==> src/rtl/cmp_pkg.sv <==
// Shared types and sizing helpers for the chunked magnitude comparator.
package cmp_pkg;

  typedef enum logic {
    IDLE = 1'b0,
    RUN  = 1'b1
  } state_t;

  function automatic int calc_nchunk(input int width, input int chunk);
    return width / chunk;
  endfunction

  // The index register must be at least one bit wide, even when NCHUNK == 1.
  function automatic int calc_idx_w(input int nchunk);
    return (nchunk > 1) ? $clog2(nchunk) : 1;
  endfunction

endpackage

==> src/rtl/cmp_chunk.sv <==
// Combinational unsigned compare of one CHUNK-bit slice.
module cmp_chunk #(
  parameter int CHUNK = 4
) (
  input  logic [CHUNK-1:0] a,
  input  logic [CHUNK-1:0] b,
  output logic             gt,
  output logic             eq,
  output logic             lt
);

  assign gt = (a > b);
  assign eq = (a == b);
  assign lt = (a < b);

endmodule

==> src/rtl/cmp_mag_seq.sv <==
// Multi-cycle MSB-first magnitude comparator with early exit on the first differing chunk.
module cmp_mag_seq
  import cmp_pkg::*;
#(
  parameter int WIDTH = 16,
  parameter int CHUNK = 4
) (
  input  logic             clk,
  input  logic             rst_n,
  input  logic             start,
  input  logic             signed_mode,
  input  logic [WIDTH-1:0] a,
  input  logic [WIDTH-1:0] b,
  output logic             busy,
  output logic             done,
  output logic             a_gt_b,
  output logic             a_eq_b,
  output logic             a_lt_b
);

  localparam int NCHUNK = calc_nchunk(WIDTH, CHUNK);
  localparam int IDX_W  = calc_idx_w(NCHUNK);
  localparam logic [IDX_W-1:0] K_TOP    = IDX_W'(NCHUNK - 1);
  localparam logic [WIDTH-1:0] MSB_MASK = {1'b1, {(WIDTH-1){1'b0}}};

  if (WIDTH < 2 || CHUNK < 1 || CHUNK > WIDTH || (WIDTH % CHUNK) != 0) begin : g_param_check
    $error("cmp_mag_seq: WIDTH must be >= 2 and a multiple of CHUNK");
  end

  state_t           state_q, state_d;
  logic [WIDTH-1:0] a_q, a_d;
  logic [WIDTH-1:0] b_q, b_d;
  logic [IDX_W-1:0] k_q, k_d;
  logic             busy_q, busy_d;
  logic             done_q, done_d;
  logic             gt_q, gt_d;
  logic             eq_q, eq_d;
  logic             lt_q, lt_d;

  logic [CHUNK-1:0] a_chunk, b_chunk;
  logic             c_gt, c_eq, c_lt;

  assign a_chunk = a_q[int'(k_q)*CHUNK +: CHUNK];
  assign b_chunk = b_q[int'(k_q)*CHUNK +: CHUNK];

  cmp_chunk #(.CHUNK(CHUNK)) u_chunk (
    .a  (a_chunk),
    .b  (b_chunk),
    .gt (c_gt),
    .eq (c_eq),
    .lt (c_lt)
  );

  // Signed compare becomes unsigned once both sign bits are flipped at capture.
  always_comb begin
    state_d = state_q;
    a_d     = a_q;
    b_d     = b_q;
    k_d     = k_q;
    busy_d  = busy_q;
    done_d  = 1'b0;
    gt_d    = gt_q;
    eq_d    = eq_q;
    lt_d    = lt_q;
    case (state_q)
      IDLE: begin
        if (start) begin
          a_d     = signed_mode ? (a ^ MSB_MASK) : a;
          b_d     = signed_mode ? (b ^ MSB_MASK) : b;
          k_d     = K_TOP;
          busy_d  = 1'b1;
          state_d = RUN;
        end
      end
      RUN: begin
        if (!c_eq) begin
          gt_d    = c_gt;
          eq_d    = 1'b0;
          lt_d    = c_lt;
          done_d  = 1'b1;
          busy_d  = 1'b0;
          state_d = IDLE;
        end else if (k_q == '0) begin
          gt_d    = 1'b0;
          eq_d    = 1'b1;
          lt_d    = 1'b0;
          done_d  = 1'b1;
          busy_d  = 1'b0;
          state_d = IDLE;
        end else begin
          k_d = k_q - 1'b1;
        end
      end
      default: begin
        state_d = IDLE;
        busy_d  = 1'b0;
      end
    endcase
  end

  always_ff @(posedge clk or negedge rst_n) begin
    if (!rst_n) begin
      state_q <= IDLE;
      a_q     <= '0;
      b_q     <= '0;
      k_q     <= '0;
      busy_q  <= 1'b0;
      done_q  <= 1'b0;
      gt_q    <= 1'b0;
      eq_q    <= 1'b0;
      lt_q    <= 1'b0;
    end else begin
      state_q <= state_d;
      a_q     <= a_d;
      b_q     <= b_d;
      k_q     <= k_d;
      busy_q  <= busy_d;
      done_q  <= done_d;
      gt_q    <= gt_d;
      eq_q    <= eq_d;
      lt_q    <= lt_d;
    end
  end

  assign busy   = busy_q;
  assign done   = done_q;
  assign a_gt_b = gt_q;
  assign a_eq_b = eq_q;
  assign a_lt_b = lt_q;

endmodule

==> config.mk <==
export PLATFORM = sky130hd
export DESIGN_NAME = cmp_mag_seq
export DESIGN_NICKNAME = d
export VERILOG_FILES = /design/src/rtl/cmp_pkg.sv /design/src/rtl/cmp_chunk.sv /design/src/rtl/cmp_mag_seq.sv
export SDC_FILE = /design/constraint.sdc
export NUM_CORES = 1
export LEC_CHECK = 0
export BUFFER_PORTS_ARGS = -buffer_cell sky130_fd_sc_hd__buf_2
export CAP_MARGIN = 15
export CORE_ASPECT_RATIO = 1.75
export CORE_UTILIZATION = 57
export CTS_BUF_LIST = sky130_fd_sc_hd__clkbuf_4 sky130_fd_sc_hd__clkbuf_8 sky130_fd_sc_hd__clkbuf_16
export CTS_CLUSTER_DIAMETER = 30
export DETAILED_ROUTE_END_ITERATION = 6
export GPL_TIMING_DRIVEN = 0
export PLACE_DENSITY = 0.95
export SYNTH_ARGS = -nofsm -noshare
export SYNTH_HDL_FRONTEND = slang
export SYNTH_SLANG_ARGS = --single-unit
==> constraint.sdc <==
create_clock -name clk -period 3.8 [get_ports clk]
set_input_delay 0.57 -clock clk [delete_from_list [all_inputs] [get_ports clk]]
set_output_delay 0.57 -clock clk [all_outputs]
set_load 0.05 [all_outputs]
; Yosys cells after proc, flatten, opt, wreduce, memory -nomap -nowiden
; Index checks and enable logic that the tools add are counted.
[totals]
elab_cells = 49
output_inout_bits = 5
reg_bits = 40
in_bits = 36
[op_classes]
order_cmp = 2
bitwise = 3
n_reduce_logical = 5
n_shift = 2
mux = 21
n_addsub = 1
n_eq_ne = 6
[op_table]
columns = operator, n
row1 = 2-to-1 mux 16 bit, 2
row2 = indexed part select 16 x 5 -> 4 bit, 2
row3 = 2-to-1 mux 1 bit, 13
row4 = 2-to-1 mux 2 bit, 3
row5 = AND reduction 2 bit, 3
row6 = equality test 4 bit, 1
row7 = > comparator 4 bit, 1
row8 = less-than comparator 4 bit, 1
row9 = != test 2 x 1 -> 1 bit (second input constant), 2
row10 = != test 2 bit (second input constant), 2
row11 = case mux 1 bit (2 select lines), 2
row12 = case mux 2 bit (2 select lines), 1
row13 = != test 3 x 2 -> 1 bit (second input constant), 1
row14 = NOT 1 bit, 3
row15 = AND reduction 3 bit, 1
row16 = logical NOT 2 bit, 1
row17 = subtractor 2 x 1 -> 2 bit (second input constant), 1

; Longest topological paths before layout
; Gate-level depths: netlist of the first run.
[logic_depth]
word_depth = 4
ltp_mapped = 8
depth_no_buf = 7

; Hierarchy
; Synthesis of the first run repeated with hierarchy kept, for this count alone.
[hier_totals]
cells_unflattened = 129
hier_area_um2 = 1988.2
[modules_own_cells]
columns = module, seq_area_each_um2, area_per_inst_um2, n_inst, cells_per_inst
row1 = cmp_mag_seq, 1001.0, 1859.3, 1, 113
row2 = cmp_chunk, 0.0, 128.9, 1, 16

; Least setup slack after synthesis of the first run
; No wires, ideal clock.
[synth_path]
path_type = register to register
startpoint = register k_q[0]
endpoint = register k_q[0]
setup_ps = 77
arrival_ps = 1975
n_path_buf = 1
setup_slack_ps = 1747
stages_incl_launch_ff = 8
t_required_ps = 3723
period_less_slack_ps = 2053
path_cell_list = dfrtp_1 > buf_4 > mux4_2 > ha_1 > nand2_1 > nor4b_2 > nor3_1 > a21oi_1
[synth_between]
elab_chain_len = 4
elab_cells_between_ends = 11
classes_between = 1 x add/sub / 3 x eq/ne / 2 x shift / 3 x mux / 2 x reduce/logical
[synth_lines]
columns = element, line
row1 = "start, declared", cmp_mag_seq.sv:33  ; logic [IDX_W-1:0] k_q, k_d;
row2 = "start signal, assigned", cmp_mag_seq.sv:116  ; k_q <= k_d;
row3 = indexed part select 16 x 5 -> 4 bit (tied with other cells), cmp_mag_seq.sv:43  ; assign a_chunk = a_q[int'(k_q)*CHUNK +: CHUNK];
row4 = equality test 4 bit or 2-to-1 mux 2 bit (tied branches), "cmp_chunk.sv:13, cmp_mag_seq.sv:83"
row5 = != test 2 x 1 -> 1 bit (no source line) or 2-to-1 mux 2 bit (tied branches), --
row6 = AND reduction 3 bit (no source line) or case mux 2 bit (2 select lines) (tied branches), --
; Parallel ways exist; a longest one is shown, timed or not. The select of a mux whose other input is x is not followed.
; A chain may end at the register's enable or synchronous reset.

; Final worst setup path of the first run
[layout_path]
startpoint = register k_q[0]
endpoint = register k_q[1]
; Same word-level chain as after synthesis.

==> results.md, run 1 <==
| Group | Quantity | Value |
|---|---|---|
| run status | Outcome | complete, no violations |
| clock tree | H-tree depth | 2 |
| floorplan | Site Rows | 27 |
| yosys | Synthesized area per cell | 14.89 um^2 |
| yosys | Proportion of synthesized flip-flops having asynchronous set or reset | 100.0% |
| clock tree | Number of buffers inserted to repair setup after CTS | 0 |
| sta | Max-slew headroom | 44.21% |
| routing | Final routed wire length divided by cell count | 16.41 um |
| yosys | Area fraction in and, or, nand and nor cells after synthesis | 3.736% |
| placed design | Final weighted congestion of routability-driven global placement | 0.7927 |
| yosys | Net count of the mapped netlist | 167 |
| yosys | Number of synthesized flops with an enable pin | 0 |
| global route | Global-route wire length before repair | 5.885 mm |
| sta | Setup total negative slack | 0 ns |
| yosys | Largest cells by area after synthesis | dfrtp_1 (53%), mux2_2 (11%), mux2_4 (9.6%), mux4_2 (9.6%), ha_1 (3.3%) |
| final layout | Net count, final | 214 |
| yosys | Synthesized-area fraction occupied by ao, oa, aoi and oai cells | 3.869% |
| power | Leakage Power | 1.091 nW |
| sta | Worst hold slack across all endpoints | 0.3656 ns |
| yosys | Sequential cell area fraction in the yosys report | 53.37% |
| yosys | Most repeated cell in the gate-level netlist after synthesis | dfrtp_1 |
| clock tree | Number of clock sinks | 40 |
| routing | Pre-Repair DR Iteration Count | 4 |
| worst setup path | Setup crit start kind | flip-flop |
| sta | Total setup violations reported at the end of the flow | 0 |
| yosys | Number of distinct library cell variants in the gate-level netlist after synthesis | 22 |
| routing | Routed vias | 1168 |
| yosys | Primary flip-flop cell chosen by synthesis mapping | dfrtp_1 |
| global route | Initial antenna violation count | 0 |
| global route | Total congestion overflow | 0 |
| clock tree | Clock insertion delay at the later pin of the skew report | 0.30 ns |
| yosys | Parity-gate share of the synthesized area counting xor and xnor cells | 0.9340% |
| worst hold path | Hold crit path type | in2async |
| clock tree | Clock Path Buffers | 2 |
| clock tree | TritonCTS clock tree | built |
| final layout | Ratio of cells with drive above 1 in the final layout | 54.02% |
| worst setup path | Path type of the worst setup path | reg2reg |
| final layout | Count of non-filler cells in the finished layout | 217 |
| clock tree | Root Buffer | clkbuf_8 |
| global route | Pin count of the biggest net entering global routing | 41 |
| sta | Peak Freq | 433.6 MHz |
| sta | Number of hold violations in the final report | 0 |
| yosys | Post-synthesis instance area | 1876 um^2 |
| power | Cell Pwr Density | 730.6 nW/um^2 |
| floorplan | Starting Density | 59.70% |
| sta | Post-layout minimum cycle time | 2.306 ns |
| clock tree | Cells resized by post-CTS repair | 0 |
| floorplan | Chip Width | 45.36 um |
| routing | Number of nets still failing antenna checks after routing | 0 |
| clock tree | Number of buffers added by the clock tree synthesis step | 5 |
| clock tree | CTS clk-pin slew, worst paths | 0.07 ns |
| sta | RSZ-0062 raised after global routing | no |
| floorplan | Die outline area | 3533 um^2 |
| routing | Overall routed net length | 3.561 mm |
| power | IR drop worst, VDD | 0.5016 mV |
| yosys | Number of synthesis warnings | 0 |
| final layout | Number of fill cells in the layout | 220 |
| yosys | Fraction of synthesized cell area taken by the top area cell type | 53.37% |
| placed design | Port-buffer cells | 40 |
| final layout | Core utilization of the finished layout | 70.89% |
| yosys | Share of cell area taken by muxes after synthesis | 30.02% |
| worst setup path | Kind of end point of the critical path | flip-flop |
| clock tree | Cts-stage hold buffer count | 0 |
| placed design | Cell area after placement | 2130 um^2 |
| job | # Max-Cap Violations | 0 |
| final layout | Layout overhead on the synthesized area | 18.75% |
| yosys | Largest family of logic cells by synthesized area | multiplexers |
| floorplan | Top-Level Pins | 41 |
| sta | Slew at the pin with the worst max-slew slack | 0.8369 ns |
| yosys | Synthesized instance count | 126 |
| routing | Total DRC errors in the routed layout | 0 |
| yosys | Fraction of the mapped netlist area in adder cells | 3.336% |
| routing | DR vias/cell | 5.382 |
| worst setup path | Required time at the worst-slack endpoint | 4.02 ns |
| global route | Via count of the first global-routing pass | 1267 |
| yosys | Synthesized flop and latch total | 40 |
| placed design | Placed wire-length estimate after detailed placement | 2.752 mm |
| sta | Count of pins over their slew limit | 0 |
| final layout | N_diodes | 0 |
| floorplan | Area of the core | 3142 um^2 |
| final layout | Final instance area | 2227 um^2 |
| sta | Maximum clock skew at final layout | 0.006505 ns |
| yosys | Yosys top cell by area | dfrtp_1 |
| yosys | Top post-synthesis cells by count | dfrtp_1 (40), mux2_2 (18), mux2_4 (12) |
| floorplan | Die height | 77.88 um |
| global route | Global routing usage summed across all routing layers | 24.45% |
| worst setup path | Worst EP arrival | 2.52 ns |
| routing | Initial DRC Count | 18 |
| placed design | Post-placement cell count | 209 |
| sta | Final worst-path cycle share | 60.69% |
| worst setup path | Largest fanout of any net on the critical path | 10 |
[layout make-up]
class,count,area [um^2],area share (%)
clock buffer,8,97.59,4.382
inverter,9,33.78,1.517
timing repair buffer,40,200.2,8.989
sequential,40,1001,44.94
multi-input combinational,71,785.8,35.28
tap,43,53.80,2.416
buffer,6,55.05,2.472
[worst paths after layout]
path                       startpoint       to  slack [ns]  cells past startpoint
max                            k_q[0]   k_q[1]        1.49                      7
min                             rst_n  a_q[14]        0.37                      1
max reg2reg                    k_q[0]   k_q[1]        1.49                      7
min reg2reg                    a_lt_b   a_lt_b        0.48                      2
max in group asynchronous       rst_n   b_q[9]        2.89                      1
min in group clk               a_lt_b   a_lt_b        0.48                      2
[state kept, by name, summed over array words and instances (netlist names)]
| register | flops |
|---|---|
| a_gt_b | 1 |
| k_q | 2 |
| done | 1 |
| busy | 1 |
| a_q | 16 |
| a_lt_b | 1 |
| state_q | 1 |
| a_eq_b | 1 |
| b_q | 16 |
[worst max-delay path: stages, from the launching register on]
cell and delay (ns):
dfrtp_1 0.37, buf_4 0.22, mux4_2 0.56, ha_1 0.32, nand2_1 0.11, nor4b_2 0.40
nor3_1 0.08, a21oi_1 0.16
[logic make-up (layout without fill, tap and decap cells)]
group | after synthesis | in the layout
xor+xnor | 2 | 2
simple gates | 13 | 13
fa+ha+maj | 5 | 5
buf+inv | 15 | 63
flops | 40 | 40
compound gates | 13 | 13
mux | 38 | 38
[placed cells by master (no fill, tap or decap)]
cell type and instances:
a21o_1 2, a21oi_1 7, and3_1 1, buf_2 42, buf_4 1, buf_6 2
buf_8 1, clkbuf_4 2, clkbuf_8 6, dfrtp_1 40, ha_1 5, inv_1 9
mux2_2 18, mux2_4 12, mux4_2 8, nand2_1 4, nor2_1 3, nor2b_1 1
nor3_1 2, nor4b_2 1, o21ai_0 3, o31ai_1 1, or2_2 1, xnor2_1 2
[per-stage QoR]
stage	setup WS (ns)	total power, mW
finish	1.494	1.627
global route	1.286	1.725
CTS	1.492	1.641
detailed placement	1.498	1.340
global placement	1.587	1.281
floorplan	1.747	1.170
[report_power, final]
group	internal (mW)	switching, mW
clock	0.162	0.139
sequential	0.585	0.0874
combinational	0.337	0.316
total	1.08	0.542
[per-layer routing]
layer / wire, um / global-route usage (%) / vias to the layer above
li1: - / - / 540
met1: 1259 / 27.52 / 591
met2: 2074 / 40.00 / 27
met3: 120 / 6.279 / 10
met4: 107 / 13.94 / 0
met5: 0 / 0 / -
(Power assumes the default switching activity.)
==> inputs of run 2 (changes only) <==
--- a/config.mk
+++ b/config.mk
@@ -8,12 +8,12 @@
 export BUFFER_PORTS_ARGS = -buffer_cell sky130_fd_sc_hd__buf_2
 export CAP_MARGIN = 15
 export CORE_ASPECT_RATIO = 1.75
-export CORE_UTILIZATION = 57
+export CORE_UTILIZATION = 53
 export CTS_BUF_LIST = sky130_fd_sc_hd__clkbuf_4 sky130_fd_sc_hd__clkbuf_8 sky130_fd_sc_hd__clkbuf_16
 export CTS_CLUSTER_DIAMETER = 30
 export DETAILED_ROUTE_END_ITERATION = 6
 export GPL_TIMING_DRIVEN = 0
-export PLACE_DENSITY = 0.95
+export PLACE_DENSITY = 0.9
 export SYNTH_ARGS = -nofsm -noshare
 export SYNTH_HDL_FRONTEND = slang
 export SYNTH_SLANG_ARGS = --single-unit
==> constraint.sdc (replaced) <==
create_clock -name clk -period 2.15 [get_ports clk]
set_input_delay 0.3225 -clock clk [delete_from_list [all_inputs] [get_ports clk]]
set_output_delay 0.3225 -clock clk [all_outputs]
set_load 0.05 [all_outputs]
==> run 2 against run 1 <==
  * First-iteration DRC count rose by 39%
  * Wire length rose by 7.8%
  * Design area rose by 4.6%
  * Sequential power rose by 78%
  * Core utilization fell by 1.6 points
  * Maximum frequency rose by 9.1%
  * Largest power group is now combinational logic
  * Register-to-register slack got worse by 1.5 ns
  * Largest cell class unchanged
  * Clock skew rose by 0.0014 ns
==> results.md, run 2 (synthesized netlist as in run 1, its figures left out) <==
| Group | Quantity | Value |
|---|---|---|
| run status | Outcome | complete, no violations |
| final layout | Number of fill cells in the layout | 261 |
| placed design | Post-placement cell count | 211 |
| global route | Global routing usage summed across all routing layers | 24.19% |
| routing | DR vias/cell | 5.448 |
| worst setup path | Critical-path top delay cell | mux4_2 |
| sta | Max-slew headroom | 43.17% |
| global route | Via count of the first global-routing pass | 1293 |
| clock tree | H-tree depth | 2 |
| floorplan | Area of the core | 3363 um^2 |
| worst setup path | Path type of the worst setup path | reg2reg |
| clock tree | Number of buffers added by the clock tree synthesis step | 5 |
| final layout | Ratio of cells with drive above 1 in the final layout | 59.66% |
| routing | Initial DRC Count | 25 |
| placed design | Worst slack at placement | -0.1422 ns |
| global route | Pin count of the biggest net entering global routing | 41 |
| sta | Total setup violations reported at the end of the flow | 0 |
| power | Design Power | 3.181 mW |
| clock tree | TritonCTS clock tree | built |
| final layout | Final instance area | 2330 um^2 |
| clock tree | Clock insertion delay at the later pin of the skew report | 0.29 ns |
| sta | RSZ-0062 raised after global routing | yes |
| final layout | Commonest cells after routing, fill and taps aside | buf_2 (42), dfrtp_1 (40), mux2_2 (18) |
| worst setup path | Largest delay share family, worst path | multiplexers |
| worst setup path | Buffer and inverter count on the worst path | 1 |
| sta | Number of hold violations in the final report | 0 |
| routing | Overall routed net length | 3.840 mm |
| worst setup path | Crit-path max cell delay | 0.55 ns |
| clock tree | Clock Path Buffers | 2 |
| global route | Initial antenna violation count | 0 |
| sta | Post-layout minimum cycle time | 2.114 ns |
| global route | Total congestion overflow | 0 |
| placed design | Final weighted congestion of routability-driven global placement | 0.8710 |
| job | # Max-Cap Violations | 0 |
| floorplan | Die outline area | 3790 um^2 |
| sta | Maximum clock skew at final layout | 0.007863 ns |
| clock tree | Number of clock sinks | 40 |
| global route | Global-route wire length before repair | 6.085 mm |
| worst setup path | Kind of end point of the critical path | flip-flop |
| routing | Final routed wire length divided by cell count | 17.38 um |
| final layout | N_diodes | 0 |
| power | IR drop worst, VDD | 0.9061 mV |
| sta | Count of pins over their slew limit | 0 |
| worst setup path | Worst EP arrival | 2.33 ns |
| sta | Setup total negative slack | 0 ns |
| placed design | Cell area after placement | 2132 um^2 |
| power | Leakage Power | 1.112 nW |
| final layout | Layout overhead on the synthesized area | 24.22% |
| sta | Peak Freq | 473.0 MHz |
| sta | Final worst-path setup slack | 0.03594 ns |
| worst setup path | Cells traversed along the worst timing path | buf_8 > mux4_2 > ha_4 > nand2_4 > nor4b_4 > nor3_1 > a21oi_1 |
| routing | Routed vias | 1204 |
| floorplan | Site Rows | 28 |
| worst hold path | Hold crit path type | in2async |
| worst setup path | Setup crit start kind | flip-flop |
| routing | Pre-Repair DR Iteration Count | 4 |
| worst setup path | Required time at the worst-slack endpoint | 2.36 ns |
| placed design | Placed wire-length estimate after detailed placement | 2.726 mm |
| floorplan | Starting Density | 55.77% |
| final layout | Most common cell after layout, fill and taps aside | buf_2 |
| worst setup path | Largest fanout of any net on the critical path | 8 |
| floorplan | Top-Level Pins | 41 |
| placed design | Port-buffer cells | 40 |
| routing | Total DRC errors in the routed layout | 0 |
| power | Cell Pwr Density | 1366 nW/um^2 |
| final layout | Net count, final | 216 |
| floorplan | Die height | 80.70 um |
| final layout | Core utilization of the finished layout | 69.27% |
| routing | Number of nets still failing antenna checks after routing | 0 |
| sta | Worst hold slack across all endpoints | 0.1329 ns |
| sta | Final worst-path cycle share | 98.33% |
| floorplan | Chip Width | 46.97 um |
| final layout | Count of non-filler cells in the finished layout | 221 |
| sta | Slew at the pin with the worst max-slew slack | 0.8525 ns |
| final layout | Regs by FF count | a_q (16), b_q (16), k_q (2) |
| clock tree | CTS clk-pin slew, worst paths | 0.07 ns |
| clock tree | Root Buffer | clkbuf_8 |
| clock tree | Cts-stage hold buffer count | 0 |
-- run 2: worst paths after layout --
| kind | from | to | slack [ns] | cells after the start |
|---|---|---|---|---|
| min in group clk | a[14] | a_q[14] | 0.26 | 2 |
| max in group asynchronous | rst_n | b_q[15] | 1.48 | 1 |
| worst min register to register | a_eq_b | a_eq_b | 0.50 | 2 |
| worst max register to register | k_q[0] | k_q[1] | 0.04 | 7 |
| worst min-delay path | rst_n | a_gt_b | 0.13 | 1 |
| worst max-delay path | k_q[0] | k_q[1] | 0.04 | 7 |
-- run 2: report_power, final --
| part | leakage (nW) | total (mW) | switching, mW | internal (mW) |
|---|---|---|---|---|
| clock network | 0.0523 | 0.529 | 0.243 | 0.287 |
| logic | 0.596 | 1.45 | 0.702 | 0.748 |
| registers | 0.464 | 1.20 | 0.168 | 1.03 |
| total | 1.11 | 3.18 | 1.11 | 2.07 |
-- run 2: area by class of cell --
class                   instances  area (um^2)  share of cell area [%]
flip-flops and latches         40         1001                   42.96
multi-input cells              71        863.3                   37.06
repair buffers                 42        215.2                   9.237
clock buffers                   8        97.59                   4.189
plain buffers                   6        62.56                   2.685
well taps                      45        56.30                   2.417
inverters                       9        33.78                   1.450
-- run 2: layer usage --
metal / global-route usage (%) / up-vias / routed length [um]
met2: 40.00 / 34 / 2247
met4: 14.29 / 0 / 167
li1: - / 549 / -
met3: 5.618 / 16 / 130
met1: 26.75 / 605 / 1294
met5: 0 / - / 0
-- run 2: worst reg2reg max path, stage by stage (launching register included) --
cell	delay [ns]
dfrtp_1	0.40
buf_8	0.17
mux4_2	0.55
ha_4	0.30
nand2_4	0.07
nor4b_4	0.35
nor3_1	0.08
a21oi_1	0.12
-- run 2: what timing repair did --
action                     CTS  global route
setup endpoints to repair    8             8
pin swaps                    3             2
gates resized for setup      9             5
buffers inserted             1             1
==> inputs of run 3 (changes only) <==
--- a/config.mk
+++ b/config.mk
@@ -7,7 +7,7 @@
 export LEC_CHECK = 0
 export BUFFER_PORTS_ARGS = -buffer_cell sky130_fd_sc_hd__buf_2
 export CAP_MARGIN = 15
-export CORE_ASPECT_RATIO = 1.75
+export CORE_ASPECT_RATIO = 1.5
 export CORE_UTILIZATION = 53
 export CTS_BUF_LIST = sky130_fd_sc_hd__clkbuf_4 sky130_fd_sc_hd__clkbuf_8 sky130_fd_sc_hd__clkbuf_16
 export CTS_CLUSTER_DIAMETER = 30
==> run 3 against run 2 <==
  * Highest routed layer unchanged
  * Design area increased by 2.1%
  * Register-to-register slack worse by 0.03 ns
  * Clock-buffer cell count is the same
  * Flip-flop and latch count unchanged
  * Wire length is 1.7% higher
  * Worst hold slack better by 0.013 ns
  * Maximum frequency is 1.6% lower
  * Global-route usage fell by 0.98 points
  * Critical endpoint unchanged
  * Largest power group unchanged
  * Non-clock buffer count is 3 higher
  * Die area down 0.13%
  * Worst setup slack got worse by 0.034 ns
  * Core utilization rose by 1.0 points
==> results.md, run 3 (synthesized netlist as in run 1, its figures left out) <==
| Group | Quantity | Value |
|---|---|---|
| clock tree | Number of clock sinks | 40 |
| clock tree | Clock insertion delay at the later pin of the skew report | 0.29 ns |
| sta | Max-slew headroom | 42.11% |
| routing | Initial DRC Count | 35 |
| worst setup path | Kind of end point of the critical path | flip-flop |
| final layout | Most common cell after layout, fill and taps aside | buf_2 |
| global route | Total congestion overflow | 0 |
| clock tree | CTS clk-pin slew, worst paths | 0.07 ns |
| global route | Initial antenna violation count | 0 |
| final layout | Net count, final | 219 |
| sta | Final worst-path cycle share | 99.93% |
| final layout | N_diodes | 0 |
| routing | Routed vias | 1192 |
| routing | DR vias/cell | 5.394 |
| worst setup path | Worst EP arrival | 2.36 ns |
| placed design | Placed wire-length estimate after detailed placement | 2.658 mm |
| floorplan | Top-Level Pins | 41 |
| global route | Global-route wire length before repair | 6.210 mm |
| sta | Maximum clock skew at final layout | 0.004488 ns |
| final layout | Number of fill cells in the layout | 228 |
| final layout | Regs by FF count | a_q (16), b_q (16), k_q (2) |
| clock tree | TritonCTS clock tree | built |
| placed design | Final weighted congestion of routability-driven global placement | 0.8906 |
| worst hold path | Hold crit path type | in2async |
| sta | Slew at the pin with the worst max-slew slack | 0.8683 ns |
| sta | Number of hold violations in the final report | 0 |
| job | # Max-Cap Violations | 0 |
| final layout | Ratio of cells with drive above 1 in the final layout | 60.89% |
| floorplan | Die height | 74.86 um |
| run status | Outcome | complete, no violations |
| worst setup path | Setup crit start kind | flip-flop |
| worst setup path | Largest fanout of any net on the critical path | 5 |
| routing | Total DRC errors in the routed layout | 0 |
| clock tree | Root Buffer | clkbuf_8 |
| power | Cell Pwr Density | 1410 nW/um^2 |
| routing | Overall routed net length | 3.907 mm |
| sta | Total setup violations reported at the end of the flow | 0 |
| global route | Via count of the first global-routing pass | 1306 |
| clock tree | Clock Path Buffers | 2 |
| sta | RSZ-0062 raised after global routing | yes |
| final layout | Layout overhead on the synthesized area | 26.82% |
| final layout | Commonest cells after routing, fill and taps aside | buf_2 (42), dfrtp_1 (40), mux2_2 (18) |
| clock tree | Cts-stage hold buffer count | 0 |
| floorplan | Starting Density | 55.44% |
| floorplan | Area of the core | 3383 um^2 |
| routing | Final routed wire length divided by cell count | 17.68 um |
| final layout | Core utilization of the finished layout | 70.30% |
| sta | Peak Freq | 465.5 MHz |
| power | Design Power | 3.354 mW |
| floorplan | Chip Width | 50.57 um |
| worst setup path | Path type of the worst setup path | reg2reg |
| routing | Pre-Repair DR Iteration Count | 4 |
| global route | Global routing usage summed across all routing layers | 23.21% |
| floorplan | Die outline area | 3785 um^2 |
| worst setup path | Required time at the worst-slack endpoint | 2.36 ns |
| worst setup path | Setup slack of the worst register-to-register path | 0.002 ns |
| sta | Post-layout minimum cycle time | 2.148 ns |
| clock tree | Number of buffers added by the clock tree synthesis step | 5 |
| routing | Number of nets still failing antenna checks after routing | 0 |
| global route | Pin count of the biggest net entering global routing | 41 |
| clock tree | H-tree depth | 2 |
| floorplan | Site Rows | 26 |
| placed design | Port-buffer cells | 40 |
| sta | Count of pins over their slew limit | 0 |
| power | Leakage Power | 1.129 nW |
| power | IR drop worst, VDD | 0.8409 mV |
-- run 3: cell types whose count changed in the layout (fill, tap and decap cells not counted), sizes merged --
cell and change:
buf +3
-- run 3: through the flow --
step | hold WS [ns] | TNS (ns) | setup WS, ns | cells | area [um^2]
6_report | 0.1464 | 0 | 0.001548 | 221 | 2379
4_1_cts | 0.1660 | 0 | 0.004979 | 217 | 2298
5_1_grt | 0.2107 | -0.2919 | -0.08813 | 221 | 2379
2_1_floorplan | 0.02691 | 0 | 0.09717 | 126 | 1876
3_3_place_gp | 0.4538 | -0.1782 | -0.07496 | 208 | 2128
3_5_place_dp | 0.4708 | -0.6107 | -0.1311 | 208 | 2128
-- run 3: cell type report --
class	count	area, um^2	share of cell area, %
buffer	6	58.81	2.472
clock buffer	8	97.59	4.103
inverter	9	33.78	1.420
multi-input combinational	71	893.4	37.56
sequential	40	1001	42.08
tap	42	52.55	2.209
timing repair buffer	45	241.5	10.15
-- run 3: critical path, stage by stage, from the launching register on --
cell and delay (ns):
dfrtp_1 0.42, buf_6 0.16, mux4_2 0.54, ha_4 0.31
nand2_4 0.06, nor4b_4 0.24, buf_4 0.18, nor3_1 0.05
a21oi_1 0.12
-- run 3: worst paths after layout --
path | cells past startpoint | from | endpoint
setup / recovery | 8 | k_q[0] | k_q[1]
hold / removal | 1 | rst_n | b_q[12]
setup reg to reg | 8 | k_q[0] | k_q[1]
hold reg to reg | 1 | busy | busy
max in group asynchronous | 1 | rst_n | a_q[0]
min in group clk | 2 | b[0] | b_q[0]
-- run 3: power by group --
group / switching (mW) / internal [mW]
logic: 0.785 / 0.839
registers: 0.163 / 1.03
clock network: 0.247 / 0.287
-- run 3: repair_timing --
item,in CTS,in global routing
endpoints found under the hold margin,0,0
pin swaps,1,6
gates cloned,1,0
gates resized for setup,12,9
endpoints found under the setup margin,8,6
buffers inserted,0,4
-- run 3: layer usage --
| metal | GRT usage (%) | routed length, um | vias to the layer above |
|---|---|---|---|
| li1 | - | - | 545 |
| met1 | 26.31 | 1495 | 602 |
| met2 | 41.48 | 2166 | 35 |
| met3 | 5.253 | 141 | 10 |
| met4 | 10.80 | 104 | 0 |
| met5 | 0 | 0 | - |
